==> src/rtl/wb_host_mailbox_pkg.sv <==
// wb_host_mailbox_pkg: register map, CTRL bit positions and entry layout for the host mailbox.
package wb_host_mailbox_pkg;
    typedef enum logic [1:0] {
        REG_STATUS = 2'd0,
        REG_DATA   = 2'd1,
        REG_CTRL   = 2'd2,
        REG_RSVD   = 2'd3
    } reg_sel_e;
    localparam int ADDR_W       = 13;
    localparam int DATA_W       = 8;
    localparam int ENTRY_W      = ADDR_W + DATA_W;
    localparam int CTRL_EN      = 0;
    localparam int CTRL_IRQ_EN  = 1;
    localparam int CTRL_FLUSH   = 2;
    localparam int CTRL_OVF_CLR = 3;
    // DATA register image: [31] valid, [20:8] addr, [7:0] data; all zero when nothing is queued
    function automatic logic [31:0] data_word(input logic valid, input logic [ENTRY_W-1:0] e);
        return valid ? {1'b1, 10'b0, e} : 32'b0;
    endfunction
endpackage

==> src/rtl/wb_host_mailbox_fifo.sv <==
// wb_host_mailbox_fifo: RAM-based first-word fall-through FIFO with flush and level.
//  clk, reset        clock, asynchronous active-high reset
//  push, pop, flush  requests; flush overrides push and pop
//  din / dout        tail write data / head data (valid while !empty)
//  full, empty, level occupancy (level is 0..2**DEPTH_LOG2)
module wb_host_mailbox_fifo #(
    parameter int W          = 21,
    parameter int DEPTH_LOG2 = 4
) (
    input  logic                  clk,
    input  logic                  reset,
    input  logic                  push,
    input  logic                  pop,
    input  logic                  flush,
    input  logic [W-1:0]          din,
    output logic [W-1:0]          dout,
    output logic                  full,
    output logic                  empty,
    output logic [DEPTH_LOG2:0]   level
);
    logic [W-1:0]        mem [2**DEPTH_LOG2];
    logic [DEPTH_LOG2:0] wr_ptr, rd_ptr;
    logic                do_push, do_pop;

    // a pop in the same cycle frees the slot, so a push into a full FIFO still succeeds
    assign do_push = push & ~flush & (~full | (pop & ~empty));
    assign do_pop  = pop & ~flush & ~empty;
    assign level   = wr_ptr - rd_ptr;
    assign full    = level[DEPTH_LOG2];
    assign empty   = level == '0;
    assign dout    = mem[rd_ptr[DEPTH_LOG2-1:0]];

    always_ff @(posedge clk or posedge reset)
        if (reset) begin
            wr_ptr <= '0;
            rd_ptr <= '0;
        end else if (flush) begin
            wr_ptr <= '0;
            rd_ptr <= '0;
        end else begin
            wr_ptr <= wr_ptr + (DEPTH_LOG2+1)'(do_push);
            rd_ptr <= rd_ptr + (DEPTH_LOG2+1)'(do_pop);
        end

    always_ff @(posedge clk)
        if (do_push) mem[wr_ptr[DEPTH_LOG2-1:0]] <= din;
endmodule

==> src/rtl/wb_host_mailbox.sv <==
// wb_host_mailbox: Wishbone slave buffering asynchronous host byte writes as {addr,data} FIFO entries.
//  clk, reset                  system clock, asynchronous active-high reset
//  wb_*                        classic Wishbone slave; wb_adr_i[3:2] selects STATUS/DATA/CTRL/reserved
//  intr                        level interrupt: irq_en & !empty
//  host_addr/data/nwe/ncs      asynchronous host write bus (nwe, ncs active low)
module wb_host_mailbox
    import wb_host_mailbox_pkg::*;
#(
    parameter int DEPTH_LOG2  = 4,
    parameter int SYNC_STAGES = 2
) (
    input  logic               clk,
    input  logic               reset,
    input  logic [31:0]        wb_adr_i,
    input  logic [31:0]        wb_dat_i,
    output logic [31:0]        wb_dat_o,
    input  logic [3:0]         wb_sel_i,
    input  logic               wb_stb_i,
    input  logic               wb_cyc_i,
    input  logic               wb_we_i,
    output logic               wb_ack_o,
    output logic               intr,
    input  logic [ADDR_W-1:0]  host_addr,
    input  logic [DATA_W-1:0]  host_data,
    input  logic               host_nwe,
    input  logic               host_ncs
);
    localparam int N = SYNC_STAGES;

    // one stage beyond the synchronizer so the edge compares stage N-1 with N,
    // and the entry is taken from stage N (the last cycle the write was active)
    logic [N:0]              act_p;
    logic [N:0][ADDR_W-1:0]  addr_p;
    logic [N:0][DATA_W-1:0]  data_p;
    logic                    en, irq_en, ovf;
    logic                    req, rd, ctrl_wr, flush, ovf_clr, push, pop, ovf_set;
    logic                    full, empty;
    logic [DEPTH_LOG2:0]     level;
    logic [ENTRY_W-1:0]      head;
    logic [31:0]             status, rd_data;
    reg_sel_e                sel;
    logic                    unused_bits;

    assign unused_bits = ^{wb_sel_i, wb_adr_i[31:4], wb_adr_i[1:0], wb_dat_i[31:4]};

    assign sel     = reg_sel_e'(wb_adr_i[3:2]);
    assign req     = wb_stb_i & wb_cyc_i & ~wb_ack_o;
    assign rd      = req & ~wb_we_i;
    assign ctrl_wr = req & wb_we_i & (sel == REG_CTRL);
    assign flush   = ctrl_wr & wb_dat_i[CTRL_FLUSH];
    assign ovf_clr = ctrl_wr & wb_dat_i[CTRL_OVF_CLR];
    assign push    = en & act_p[N] & ~act_p[N-1];
    assign pop     = rd & (sel == REG_DATA) & ~empty;
    assign ovf_set = push & ~flush & full & ~pop;
    assign intr    = irq_en & ~empty;
    assign status  = {16'b0, 8'(level), 5'b0, ovf, full, ~empty};
    assign rd_data = sel == REG_STATUS ? status :
                     sel == REG_DATA   ? data_word(~empty, head) :
                     sel == REG_CTRL   ? {30'b0, irq_en, en} : 32'b0;

    always_ff @(posedge clk or posedge reset)
        if (reset) begin
            act_p    <= '0;
            addr_p   <= '0;
            data_p   <= '0;
            wb_ack_o <= 1'b0;
            wb_dat_o <= '0;
            en       <= 1'b0;
            irq_en   <= 1'b0;
            ovf      <= 1'b0;
        end else begin
            act_p    <= {act_p[N-1:0], ~host_nwe & ~host_ncs};
            addr_p   <= {addr_p[N-1:0], host_addr};
            data_p   <= {data_p[N-1:0], host_data};
            wb_ack_o <= req;
            wb_dat_o <= rd ? rd_data : '0;
            if (ctrl_wr) begin
                en     <= wb_dat_i[CTRL_EN];
                irq_en <= wb_dat_i[CTRL_IRQ_EN];
            end
            ovf      <= (ovf & ~ovf_clr) | ovf_set;
        end

    wb_host_mailbox_fifo #(.W(ENTRY_W), .DEPTH_LOG2(DEPTH_LOG2)) u_fifo (
        .clk   (clk),
        .reset (reset),
        .push  (push),
        .pop   (pop),
        .flush (flush),
        .din   ({addr_p[N], data_p[N]}),
        .dout  (head),
        .full  (full),
        .empty (empty),
        .level (level)
    );
endmodule

==> config.mk <==
export PLATFORM = sky130hd
export DESIGN_NAME = wb_host_mailbox
export DESIGN_NICKNAME = d
export VERILOG_FILES = /design/src/rtl/wb_host_mailbox_pkg.sv /design/src/rtl/wb_host_mailbox_fifo.sv /design/src/rtl/wb_host_mailbox.sv
export SDC_FILE = /design/constraint.sdc
export NUM_CORES = 1
export LEC_CHECK = 0
export BUFFER_PORTS_ARGS = -buffer_cell sky130_fd_sc_hd__buf_2
export CAP_MARGIN = 20
export CORE_MARGIN = 2
export CORE_UTILIZATION = 35
export DETAILED_ROUTE_END_ITERATION = 8
export PLACE_DENSITY = 0.61
export SYNTH_ARGS = -nofsm -noshare
export SYNTH_HDL_FRONTEND = slang
export SYNTH_SLANG_ARGS = --single-unit
==> constraint.sdc <==
create_clock -name clk -period 5.65 [get_ports clk]
set_clock_uncertainty 0.05 [all_clocks]
set_input_delay 0.2825 -clock clk [delete_from_list [all_inputs] [get_ports clk]]
set_output_delay 0.2825 -clock clk [all_outputs]
set_load 0.005 [all_outputs]
* Yosys cells after proc, flatten, opt, wreduce, memory -nomap -nowiden
Memory sizes are Yosys's and may differ from the RTL's.
Index checks and enable logic that the tools add are counted.
** Word-level totals
- Register bits :: 112
- Bits in latches :: 0
- RAM bits :: 336
- Bits in read-only memories :: 0
- Output and inout bits :: 34
- Memories kept :: 1
** Memories
- u_fifo.mem :: depth 16, width 21, read ports 1, clocked after memory_dff 0, write ports 1, RTL line wb_host_mailbox_fifo.sv:21 : logic [W-1:0] mem [2**DEPTH_LOG2];
** Cells by class
- Add/subtract/negate cells :: 3
- Multipliers :: 0
- Div/mod/pow operators :: 0
- Order comparisons :: 0
- Equal/unequal tests :: 2
- Shift operators :: 0
- Multiplexer cells :: 9
- Bitwise logic cells :: 33
- Reduce and logical (&&, ||, !) cells :: 2
** Operator list (number)
- 32-bit two-way mux :: 4
- 1-bit AND :: 21
- 5-bit by 1-bit adder with 5-bit output :: 2
- 5-bit two-way mux :: 2
- 1-bit NOT :: 10
- 5-bit zero test :: 1
- 5-bit subtractor :: 1
- 2-bit by 1-bit == test with 1-bit output, second input constant :: 1
- 2-bit == test, second input constant :: 1
- 2-bit zero test :: 1
- 1-bit two-way mux :: 2
- 2-bit two-way mux :: 1
- 1-bit OR :: 2

* Logic depth before layout (Yosys ltp)
Gate-level depths: netlist of the first run.
- Word-level depth :: 10
- Gate-level depth with buffers :: 17
- Mapped depth without buffers :: 14

* By module
A second synthesis of the first run with hierarchy kept.
** Second synthesis, totals
- Cell total of the unflattened synthesis :: 716
- Area total of the unflattened synthesis :: 16168.0 µm²
** By module, submodules not included
- wb_host_mailbox_fifo :: instances 1, cells an instance 565, area an instance 13407.9 µm², sequential area each 10339.9 µm²
- wb_host_mailbox :: instances 1, cells an instance 151, area an instance 2760.1 µm², sequential area each 2302.2 µm²

* Worst setup path after synthesis of the first run
Ideal clock, no wire load.
- Kind :: register to register
- From :: reg u_fifo.rd_ptr[2]
- To :: mem u_fifo.mem[1][0] (enable)
- Setup time :: 0.453 ns
- Arrival time :: 4.666 ns
- Setup slack :: 0.482 ns
- Stages on the path, launching flop included :: 12
- Buffers on the path :: 3
- Period minus slack after synthesis :: 5.168 ns
- Cells stage by stage :: dfrtp_1 clkbuf_1 inv_2 clkbuf_1 ha_1 nand2b_1 a21oi_2 xnor2_1 a21boi_1 or4_4 buf_6 nor4_1
** Between the ends
- Longest elaborated chain between the ends :: 9
- Elaborated cells between the ends (all ways) :: 10
** RTL lines
- start: declaration :: RTL line wb_host_mailbox_fifo.sv:22 : logic [DEPTH_LOG2:0] wr_ptr, rd_ptr;
- start signal: assignment :: RTL line wb_host_mailbox_fifo.sv:42 : rd_ptr <= rd_ptr + (DEPTH_LOG2+1)'(do_pop);
- 5-bit subtractor * :: RTL line wb_host_mailbox_fifo.sv:28 : assign level = wr_ptr - rd_ptr;
- 5-bit zero test :: RTL line wb_host_mailbox_fifo.sv:30 : assign empty = level == '0;
- 1-bit NOT :: RTL line wb_host_mailbox_fifo.sv:26, wb_host_mailbox.sv:53
- 1-bit AND :: RTL line wb_host_mailbox.sv:53 : assign pop = rd & (sel == REG_DATA) & ~empty;
- 1-bit AND :: RTL line wb_host_mailbox_fifo.sv:26 : assign do_push = push & ~flush & (~full | (pop & ~empty));
- 1-bit OR * :: RTL line wb_host_mailbox_fifo.sv:26
- 1-bit AND * :: RTL line wb_host_mailbox_fifo.sv:26
- 1-bit two-way mux * :: RTL line wb_host_mailbox_fifo.sv:46 : if (do_push) mem[wr_ptr[DEPTH_LOG2-1:0]] <= din;
- 1-bit two-way mux (implied by the code) * :: RTL line wb_host_mailbox_fifo.sv:46
- end: declaration :: RTL line wb_host_mailbox_fifo.sv:21
Mark *: on every way between the ends. The rest lies on a longest branch, timed or not.

* Worst setup path after layout of the first run
- From :: reg u_fifo.rd_ptr[3]
- To :: mem u_fifo.mem[5][15] (enable)
Same word-level chain as after synthesis.

==> run summary, run 1 <==
internal power = 6.158 mW
crit-path max FO = 24
least setup slack across all paths after layout = 1.515 ns
Critical Path Source Type = flop
initial core utilization = 35.52%
hold slack final = 0.03169 ns
Setup Fix Bufs, Post-CTS = 0
largest net degree at the start of global routing = 70
Setup Total Neg Slack = 0 ns
drt wl/cell = 21.47 um
dominant cell by count in the synthesized netlist = sky130_fd_sc_hd__edfxtp_1
dominant cell type by area after synthesis = sky130_fd_sc_hd__edfxtp_1
switching portion of total power = 24.75%
Syn-to-layout area delta = 19.58%
CTS HTree Levels = 2
WP data required = 5.86 ns
Setup violations, final = 0
floorplan row count = 78
list of most frequent post-synthesis cells = sky130_fd_sc_hd__edfxtp_1, sky130_fd_sc_hd__dfrtp_1, sky130_fd_sc_hd__mux4_2, sky130_fd_sc_hd__nand2_1, sky130_fd_sc_hd__nor2b_1
Avg Inst Size Synth = 21.52 sq um
unrepaired setup endpoints after global routing = false
count of inserted antenna diode cells = 0
vias per cell = 4.911
RD Place Congestion = 0.7499
Post-synth EDFFs = 336
kind of critical path = flop to flop
number of clock buffers inserted by TritonCTS = 47
post-placement worst setup slack = 1.462 ns
vias in the first global route = 7830
count of input and output buffers = 57
iteration count of the initial detailed-routing pass = 4
antenna violations before repair = 0
Fin. Hold Viols = 0
number of top-level design ports = 130
hold crit path type = input port to flop
biggest area contributors in the synthesized netlist = sky130_fd_sc_hd__edfxtp_1, sky130_fd_sc_hd__dfrtp_1, sky130_fd_sc_hd__mux4_2, sky130_fd_sc_hd__nand2_1, sky130_fd_sc_hd__nor2b_1
number of different library cells in the post-synthesis netlist = 42
vertical die dimension = 218.6 um
overall power of the completed layout = 8.184 mW
CTS sink count = 438
maximum buffer depth of the clock tree = 3
worst skew pair latency = 0.58 ns
flip-flop and latch count after synthesis = 438
post-synth top area share = 62.59%
clock network fraction of total power = 38.9%
drt drc = 0
GRT Total Usage = 14.10%
final count of pins violating max slew = 0
number of vias in the routed layout = 7484
most frequently used flop master after synthesis = sky130_fd_sc_hd__edfxtp_1
overall overflow remaining after global route = 0
achievable frequency = 0.2418 GHz
fraction of final layout cells with drive strength greater than 1 = 32.14%
share of power burned in registers = 44.4%
category of the worst setup path capture point = flop
share of flip-flops with an asynchronous set or reset after synthesis = 23.29%
full die area = 0.04779 sq mm
netlist area before placement = 0.01612 sq mm
number of routed nets with antenna violations = 0
Peak VDD IR = 0.0002246 V
period utilization = 73.19%
floorplan die width = 218.6 um
post-synthesis sequential area ratio = 78.43%
proportion of power drawn by combinational gates = 16.7%
root cell of the clock tree = sky130_fd_sc_hd__clkbuf_16
synthesized netlist cell count = 749
number of warnings reported in the yosys synthesis log = 0
sum of routed wire length over all layers = 32730 um
DP Wirelength = 17960 um
Pleak = 6.716 nW
CTS tree = done
power density over the cells = 424.6 mW/mm^2
total net switching power = 2.026 mW
arrival time of the worst setup path = 4.35 ns
wire length of the first global-routing pass = 49480 um
status = finished clean
Hold Buf Count CTS = 29
time the worst path needs with I/O delays and setup = 4.135 ns
pin slew with the least headroom to its limit = 1.115 ns
number of max-capacitance violations reported = 0
Clock transition at path regs = 0.06 ns
total of cells resized after clock tree synthesis = 0
Worst slew margin = 25.64%
Total Nets Final = 990
core footprint = 0.04538 sq mm
number of DRC markers in iteration 0 = 645
-- stage by stage --
step           std cells  utilization, %  instance area, sq um
3_5_place_dp        1406           38.19                 17330
5_1_grt             1524           42.47                 19270
2_1_floorplan        758               -                 16150
4_1_cts             1523           42.43                 19250
3_3_place_gp        1406           38.19                 17330
6_report            1524           42.47                 19270
-- flip-flops by register name (all words and copies together) (netlist names) --
signal / flops
wb_ack_o: 1
u_fifo.wr_ptr: 5
u_fifo.rd_ptr: 5
en: 1
act_p: 3
ovf: 1
irq_en: 1
data_p: 24
wb_dat_o: 22
addr_p: 39
u_fifo.mem: 336
-- path summary, 6_finish.rpt --
path	end	startpoint	slack [ns]	cells past startpoint
max in group asynchronous	addr_p[5]$_DFF_PP0_	reset	4.02	4
min in group asynchronous	data_p[0]$_DFF_PP0_	reset	0.29	3
worst max-delay path	u_fifo.mem[5][15]$_DFFE_PP_	u_fifo.rd_ptr[3]$_DFF_PP0_	1.51	10
worst min register to register	addr_p[18]$_DFF_PP0_	addr_p[5]$_DFF_PP0_	0.28	0
worst min-delay path	wb_dat_o[1]$_DFF_PP0_	wb_adr_i[2]	0.03	3
worst max register to register	u_fifo.mem[5][15]$_DFFE_PP_	u_fifo.rd_ptr[3]$_DFF_PP0_	1.51	10
-- power groups by stage --
| stage | sequential (mW) | clock (mW) | combinational, mW |
|---|---|---|---|
| floorplan | 3.65 | 0 | 1.08 |
| global placement | 3.70 | 0 | 1.36 |
| detailed placement | 3.70 | 0 | 1.36 |
| CTS | 3.64 | 3.26 | 1.38 |
| global route | 3.65 | 3.39 | 1.48 |
| finish | 3.63 | 3.18 | 1.37 |
-- cell type report --
class,count,area [sq um]
Inverter,9,36.28
Fill cell,3923,26110
Sequential cell,438,12650
Tap cell,600,750.7
Timing Repair Buffer,121,875.8
Clock inverter,31,325.3
Clock buffer,57,1306
Multi-Input combinational cell,268,3331
-- logic make-up after synthesis --
| logic type | Yosys count | share of synthesized area [%] |
|---|---|---|
| compound gates | 24 | 1.056 |
| other cells | 1 | 0.02326 |
| mux | 104 | 14.08 |
| buf+inv | 52 | 1.684 |
| simple gates | 111 | 3.439 |
| flops | 438 | 78.43 |
| xor+xnor | 10 | 0.5433 |
| fa+ha+maj | 9 | 0.7452 |
-- metal layers --
layer / GRT usage, % / up-vias / part of all wire [%]
met5: 0 / - / 0
met4: 4.649 / 0 / 2.6
met3: 3.201 / 55 / 5.5
met2: 22.07 / 203 / 47
met1: 19.55 / 3982 / 45
li1: - / 3244 / -
-- critical path: stages, from the launching register on --
cell and delay (ns):
sky130_fd_sc_hd__dfrtp_1 0.32, sky130_fd_sc_hd__buf_4 0.39, sky130_fd_sc_hd__clkinv_1 0.42, sky130_fd_sc_hd__ha_1 0.44
sky130_fd_sc_hd__nor2_1 0.14, sky130_fd_sc_hd__a21oi_2 0.05, sky130_fd_sc_hd__xnor2_1 0.19, sky130_fd_sc_hd__a21boi_1 0.18
sky130_fd_sc_hd__or4_4 0.72, sky130_fd_sc_hd__nor3_2 0.63, sky130_fd_sc_hd__buf_12 0.28
-- layout by cell type (no fill, tap or decap), types with 3 or more instances in the layout --
cell and instances:
sky130_fd_sc_hd__nor3_2 9, sky130_fd_sc_hd__nor2b_1 21, sky130_fd_sc_hd__dlygate4sd3_1 29, sky130_fd_sc_hd__clkinv_1 7, sky130_fd_sc_hd__buf_4 32, sky130_fd_sc_hd__nor2_1 15, sky130_fd_sc_hd__inv_1 3, sky130_fd_sc_hd__mux4_2 98
sky130_fd_sc_hd__and3_1 4, sky130_fd_sc_hd__inv_2 4, sky130_fd_sc_hd__xnor2_1 5, sky130_fd_sc_hd__dfrtp_1 100, sky130_fd_sc_hd__mux2i_1 4, sky130_fd_sc_hd__clkbuf_8 5, sky130_fd_sc_hd__inv_4 3, sky130_fd_sc_hd__conb_1 10
sky130_fd_sc_hd__clkinv_2 9, sky130_fd_sc_hd__nand2b_1 3, sky130_fd_sc_hd__edfxtp_1 336, sky130_fd_sc_hd__clkinvlp_4 5, sky130_fd_sc_hd__clkbuf_1 3, sky130_fd_sc_hd__nand3_1 6, sky130_fd_sc_hd__ha_1 8, sky130_fd_sc_hd__xor2_1 5
sky130_fd_sc_hd__clkbuf_16 49, sky130_fd_sc_hd__bufinv_16 5, sky130_fd_sc_hd__buf_12 3, sky130_fd_sc_hd__nand2_1 38, sky130_fd_sc_hd__a211o_1 3, sky130_fd_sc_hd__a21oi_1 10, sky130_fd_sc_hd__nor4_2 6, sky130_fd_sc_hd__buf_2 57
No activity file was read; power rests on OpenSTA's default activity.
==> run 2, diff against run 1 <==
--- a/config.mk
+++ b/config.mk
@@ -5,6 +5,7 @@
 export SDC_FILE = /design/constraint.sdc
 export NUM_CORES = 1
 export LEC_CHECK = 0
+export ABC_AREA = 1
 export BUFFER_PORTS_ARGS = -buffer_cell sky130_fd_sc_hd__buf_2
 export CAP_MARGIN = 20
 export CORE_MARGIN = 2
==> constraint.sdc (replaced) <==
create_clock -name clk -period 4.32 [get_ports clk]
set_clock_uncertainty 0.05 [all_clocks]
set_input_delay 0.216 -clock clk [delete_from_list [all_inputs] [get_ports clk]]
set_output_delay 0.216 -clock clk [all_outputs]
set_load 0.005 [all_outputs]
==> run summary, run 2 <==
status = finished clean
worst skew pair latency = 0.55 ns
final count of pins violating max slew = 0
drt wl/cell = 18.44 um
number of warnings reported in the yosys synthesis log = 0
drt drc = 0
path depth of the worst reg2reg path = 14
Critical R2R Launch = u_fifo.rd_ptr[0]$_DFF_PP0_
iteration count of the initial detailed-routing pass = 5
crit-path max FO = 37
post-placement worst setup slack = 0.9384 ns
Register-to-Register Setup Slack = 0.92 ns
kind of critical path = flop to flop
Post-synth EDFFs = 336
Final Util = 41.58%
number of different library cells in the post-synthesis netlist = 32
GRT Total Usage = 15.70%
list of most frequent post-synthesis cells = sky130_fd_sc_hd__nand2_1, sky130_fd_sc_hd__edfxtp_1, sky130_fd_sc_hd__nand3_1, sky130_fd_sc_hd__dfrtp_1, sky130_fd_sc_hd__buf_2
wire length of the first global-routing pass = 59800 um
dominant cell by count in the synthesized netlist = sky130_fd_sc_hd__nand2_1
vias per cell = 4.923
Setup Fix Bufs, Post-CTS = 0
Pleak = 7.651 nW
dominant cell type by area after synthesis = sky130_fd_sc_hd__edfxtp_1
pin slew with the least headroom to its limit = 1.079 ns
post-synth top area share = 59.88%
Worst setup endpoint = u_fifo.wr_ptr[2]$_DFF_PP0_
Hold Buf Count CTS = 35
most frequently used flop master after synthesis = sky130_fd_sc_hd__edfxtp_1
hold crit path type = input port to flop
Worst slew margin = 28.05%
core footprint = 0.04765 sq mm
largest net degree at the start of global routing = 97
Syn-to-layout area delta = 17.58%
category of the worst setup path capture point = flop
period utilization = 78.72%
overall overflow remaining after global route = 0
maximum buffer depth of the clock tree = 3
Fin. Hold Viols = 0
biggest area contributors in the synthesized netlist = sky130_fd_sc_hd__edfxtp_1, sky130_fd_sc_hd__dfrtp_1, sky130_fd_sc_hd__nand2_1, sky130_fd_sc_hd__nand3_1, sky130_fd_sc_hd__buf_2
count of input and output buffers = 57
count of inserted antenna diode cells = 0
Critical Path Start = u_fifo.rd_ptr[0]$_DFF_PP0_
WP data required = 4.71 ns
synthesized netlist cell count = 1359
number of max-capacitance violations reported = 0
Total Nets Final = 1568
DP Wirelength = 20670 um
CTS HTree Levels = 2
total of cells resized after clock tree synthesis = 0
least setup slack across all paths after layout = 0.9193 ns
Clock transition at path regs = 0.06 ns
power density over the cells = 569.6 mW/mm^2
commonest cells after routing, fill and taps aside = sky130_fd_sc_hd__nand2_1, sky130_fd_sc_hd__edfxtp_1, sky130_fd_sc_hd__nand3_1, sky130_fd_sc_hd__dfrtp_1, sky130_fd_sc_hd__buf_2
arrival time of the worst setup path = 3.79 ns
CTS tree = done
Setup Total Neg Slack = 0 ns
Peak VDD IR = 0.0003188 V
sum of routed wire length over all layers = 38990 um
overall power of the completed layout = 11.29 mW
initial core utilization = 35.37%
Critical Path Source Type = flop
post-synthesis sequential area ratio = 75.02%
unrepaired setup endpoints after global routing = false
Setup violations, final = 0
fraction of final layout cells with drive strength greater than 1 = 13.41%
number of clock buffers inserted by TritonCTS = 47
CTS sink count = 438
floorplan die width = 223.4 um
number of top-level design ports = 130
full die area = 0.04992 sq mm
number of flip-flops under the largest register name = 336
number of vias in the routed layout = 10410
flip-flop and latch count after synthesis = 438
Reg-to-Reg End = u_fifo.wr_ptr[2]$_DFF_PP0_
vertical die dimension = 223.4 um
floorplan row count = 80
achievable frequency = 0.2941 GHz
root cell of the clock tree = sky130_fd_sc_hd__clkbuf_16
netlist area before placement = 0.01685 sq mm
share of flip-flops with an asynchronous set or reset after synthesis = 23.29%
vias in the first global route = 10160
RD Place Congestion = 0.7948
Avg Inst Size Synth = 12.40 sq um
antenna violations before repair = 0
Cells after DPL = 1994
number of routed nets with antenna violations = 0
Post-Layout Cell Count = 2114
time the worst path needs with I/O delays and setup = 3.401 ns
commonest non-fill, non-tap cell in the layout = sky130_fd_sc_hd__nand2_1
number of DRC markers in iteration 0 = 780
[run 2: cell count changes in the layout (fill, tap and decap cells not counted), sizes merged, moves of 8 or more]
cell | previous run | this run
nand2 | 38 | 408
nor2 | 15 | 49
nor3 | 11 | 0
mux4 | 98 | 0
inv | 13 | 36
a21oi | 11 | 25
nand3 | 6 | 289
nor2b | 21 | 0
nor4 | 8 | 0
[run 2: cells by family (layout without fill, tap and decap cells)]
group,count (synthesis),after routing,share of synthesized area [%]
XOR/XNOR,4,4,0.2079
multiplexers,1,1,0.06682
AND/OR/NAND/NOR,754,754,19.48
AO/OA/AOI/OAI,36,36,1.129
buffers and inverters,116,247,3.364
adder cells (fa/ha/maj),9,9,0.7128
flip-flops,438,438,75.02
other,1,10,0.02225
[run 2: routing by layer]
layer | track usage (%) | up-vias | wire (um)
met4 | 5.462 | 0 | 1102
met1 | 20.74 | 5142 | 16870
met3 | 2.450 | 71 | 2111
met2 | 26.40 | 288 | 18900
met5 | 0 | - | 0
li1 | - | 4907 | -
[run 2: layout make-up]
class | instances | area (sq um)
Sequential cell | 438 | 12650
Clock buffer | 62 | 1389
Timing Repair Buffer | 127 | 973.4
Inverter | 35 | 136.4
Tap cell | 615 | 769.5
Fill cell | 4357 | 27830
Multi-Input combinational cell | 814 | 3694
Clock inverter | 23 | 203.9
[run 2: critical path, cell delays in order, from the launching register on]
cell	delay, ns
sky130_fd_sc_hd__dfrtp_4	0.66
sky130_fd_sc_hd__ha_1	0.31
sky130_fd_sc_hd__fa_1	0.50
sky130_fd_sc_hd__nand2_1	0.06
sky130_fd_sc_hd__nor2_1	0.18
sky130_fd_sc_hd__nand3_1	0.11
sky130_fd_sc_hd__nor2_2	0.17
sky130_fd_sc_hd__o21ai_2	0.10
sky130_fd_sc_hd__nand2_4	0.25
sky130_fd_sc_hd__inv_1	0.09
sky130_fd_sc_hd__ha_1	0.21
sky130_fd_sc_hd__ha_1	0.19
sky130_fd_sc_hd__or2_2	0.27
sky130_fd_sc_hd__nand3_1	0.08
sky130_fd_sc_hd__inv_1	0.04
[run 2: where the power goes]
group | leakage, nW | internal [mW] | switching (mW)
clock | 0.787 | 2.44 | 1.62
combinational | 2.59 | 0.746 | 1.69
sequential | 4.27 | 4.64 | 0.158
total | 7.65 | 7.82 | 3.46
[run 2: through the flow]
stage | area (sq um) | hold WS [ns]
final | 19810 | 0.05202
after global routing | 19810 | 0.07864
after CTS | 19810 | 0.03227
after detailed placement | 17870 | 0.2753
after global placement | 17870 | 0.2747
after floorplan | 16880 | 0.1974
[run 2: worst min path at each step]
stage / startpoint / endpoint / slack [ns] / cells past startpoint
after global routing: wb_cyc_i / wb_ack_o$_DFF_PP0_ / 0.08 / 5
after global placement: host_addr[10] / addr_p[10]$_DFF_PP0_ / 0.27 / 1
after floorplan: host_addr[0] / addr_p[0]$_DFF_PP0_ / 0.20 / 0
after detailed placement: host_addr[7] / addr_p[7]$_DFF_PP0_ / 0.28 / 1
final: wb_cyc_i / wb_ack_o$_DFF_PP0_ / 0.05 / 5
after CTS: wb_cyc_i / wb_ack_o$_DFF_PP0_ / 0.03 / 5
==> run 3, diff against run 2 <==
--- a/config.mk
+++ b/config.mk
@@ -11,7 +11,7 @@
 export CORE_MARGIN = 2
 export CORE_UTILIZATION = 35
 export DETAILED_ROUTE_END_ITERATION = 8
-export PLACE_DENSITY = 0.61
+export PLACE_DENSITY = 0.63
 export SYNTH_ARGS = -nofsm -noshare
 export SYNTH_HDL_FRONTEND = slang
 export SYNTH_SLANG_ARGS = --single-unit
==> constraint.sdc (replaced) <==
create_clock -name clk -period 3 [get_ports clk]
set_clock_uncertainty 0.05 [all_clocks]
set_input_delay 0.15 -clock clk [delete_from_list [all_inputs] [get_ports clk]]
set_output_delay 0.15 -clock clk [all_outputs]
set_load 0.005 [all_outputs]
==> run summary, run 3 (synthesized netlist as in run 2, its figures left out) <==
sum of routed wire length over all layers = 38530 um
commonest cells after routing, fill and taps aside = sky130_fd_sc_hd__nand2_1, sky130_fd_sc_hd__edfxtp_1, sky130_fd_sc_hd__nand3_1, sky130_fd_sc_hd__dfrtp_1, sky130_fd_sc_hd__buf_2
period utilization = 94.93%
arrival time of the worst setup path = 3.24 ns
Worst setup endpoint = u_fifo.wr_ptr[2]$_DFF_PP0_
time the worst path needs with I/O delays and setup = 2.848 ns
crit-path max FO = 3
count of inserted antenna diode cells = 0
total area of sequential cells = 0.01265 sq mm
hold crit path type = input port to flop
wire length of the first global-routing pass = 60000 um
Setup violations, final = 0
GRT Total Usage = 15.59%
post-placement worst setup slack = 0.1271 ns
Total Nets Final = 1578
least setup slack across all paths after layout = 0.1520 ns
CTS tree = done
CTS sink count = 438
CTS HTree Levels = 2
path depth of the worst reg2reg path = 14
number of max-capacitance violations reported = 0
number of clock buffers inserted by TritonCTS = 45
category of the worst setup path capture point = flop
unrepaired setup endpoints after global routing = true
maximum buffer depth of the clock tree = 3
clock network fraction of total power = 35.4%
number of routed nets with antenna violations = 0
share of power burned in registers = 41.7%
Fin. Hold Viols = 0
number of vias in the routed layout = 10420
Final Util = 42.13%
Clock transition at path regs = 0.06 ns
iteration count of the initial detailed-routing pass = 5
kind of critical path = flop to flop
WP data required = 3.39 ns
power density over the cells = 814.2 mW/mm^2
Critical Path Start = u_fifo.rd_ptr[0]$_DFF_PP0_
number of fill cells in the layout = 4344
hold path startpoint = wb_cyc_i
Worst slew margin = 43.67%
floorplan die width = 223.4 um
DP Wirelength = 20860 um
Peak VDD IR = 0.0005648 V
antenna violations before repair = 1
root cell of the clock tree = sky130_fd_sc_hd__clkbuf_16
number of top-level design ports = 130
commonest non-fill, non-tap cell in the layout = sky130_fd_sc_hd__nand2_1
Cells after DPL = 2005
drt wl/cell = 18.14 um
largest net degree at the start of global routing = 171
fraction of final layout cells with drive strength greater than 1 = 14.45%
placed standard-cell area = 0.01813 sq mm
Pleak = 7.715 nW
initial core utilization = 35.37%
final count of pins violating max slew = 0
Setup Total Neg Slack = 0 ns
overall overflow remaining after global route = 0
proportion of power drawn by combinational gates = 22.9%
Final Instance Area = 0.02007 sq mm
status = finished clean
switching portion of total power = 30.32%
area used by multi-input combinational logic = 0.003775 sq mm
internal power = 11.39 mW
vias per cell = 4.907
worst skew pair latency = 0.55 ns
floorplan row count = 80
Critical R2R Launch = u_fifo.rd_ptr[0]$_DFF_PP0_
vertical die dimension = 223.4 um
core footprint = 0.04765 sq mm
pin slew with the least headroom to its limit = 0.8450 ns
Critical Path Source Type = flop
Post-Layout Cell Count = 2124
Register-to-Register Setup Slack = 0.15 ns
total net switching power = 4.955 mW
achievable frequency = 0.3511 GHz
vias in the first global route = 10460
drt drc = 0
count of input and output buffers = 57
Syn-to-layout area delta = 19.12%
full die area = 0.04992 sq mm
number of DRC markers in iteration 0 = 904
RD Place Congestion = 0.8233
number of flip-flops under the largest register name = 336
Reg-to-Reg End = u_fifo.wr_ptr[2]$_DFF_PP0_
run 3: cell count changes in the layout (fill, tap and decap cells not counted), sizes merged, moves of 2 or more:
cell,previous run,this run
dlygate4sd3,35,33
buf,92,106
clkbuf,62,65
clkinv,18,10
bufinv,3,6
run 3: final cells by class:
cell class,instances,area share (%)
clock buffers,65,6.495
clock inverters,18,1.228
well taps,615,3.833
repair buffers,139,5.953
multi-input cells,814,18.81
flip-flops and latches,438,63.01
inverters,35,0.6794
run 3: worst max-delay path, stage by stage (launching register included):
cell                      delay (ns)
sky130_fd_sc_hd__dfrtp_4        0.49
sky130_fd_sc_hd__ha_1           0.23
sky130_fd_sc_hd__fa_2           0.54
sky130_fd_sc_hd__nand2_1        0.07
sky130_fd_sc_hd__nor2_2         0.14
sky130_fd_sc_hd__nand3_1        0.10
sky130_fd_sc_hd__nor2_2         0.17
sky130_fd_sc_hd__o21ai_2        0.11
sky130_fd_sc_hd__nand2_4        0.08
sky130_fd_sc_hd__inv_1          0.05
sky130_fd_sc_hd__ha_2           0.17
sky130_fd_sc_hd__ha_2           0.17
sky130_fd_sc_hd__or2_2          0.26
sky130_fd_sc_hd__nand3_1        0.08
sky130_fd_sc_hd__inv_1          0.04
run 3: what timing repair did:
action                     in CTS  in global routing
hold buffers                   33                  0
hold endpoints to repair       88                  0
gates resized for setup         0                  9
setup buffers                   0                  2
setup endpoints to repair       0                168
run 3: worst min-delay path by stage:
stage	end	cells after the start
after floorplan	addr_p[0]$_DFF_PP0_	0
after global placement	data_p[5]$_DFF_PP0_	1
after detailed placement	data_p[3]$_DFF_PP0_	1
after CTS	irq_en$_DFFE_PP0N_	7
after global routing	addr_p[5]$_DFF_PP0_	2
final	irq_en$_DFFE_PP0N_	7
run 3: power groups by stage:
stage	Clock, mW	Combinational (mW)	Sequential (mW)
after floorplan	0	2.75	6.88
after global placement	0	3.56	6.93
after detailed placement	0	3.63	6.94
after CTS	5.92	3.68	6.81
after global routing	6.15	4.20	6.83
final	5.79	3.74	6.81
run 3: through the flow:
stage	hold slack [ns]	total power, mW
5_1_grt	0.1713	17.17
3_3_place_gp	0.2104	10.49
6_report	0.1531	16.34
4_1_cts	0.1301	16.42
2_1_floorplan	0.1314	9.626
3_5_place_dp	0.2106	10.57
run 3: layer usage:
metal | GRT usage, % | wire length [um] | vias to the layer above
met5 | 0 | 0 | -
met4 | 5.570 | 1167 | 0
met3 | 2.608 | 2000 | 66
met2 | 26.47 | 19050 | 293
met1 | 20.21 | 16320 | 5137
li1 | - | - | 4927
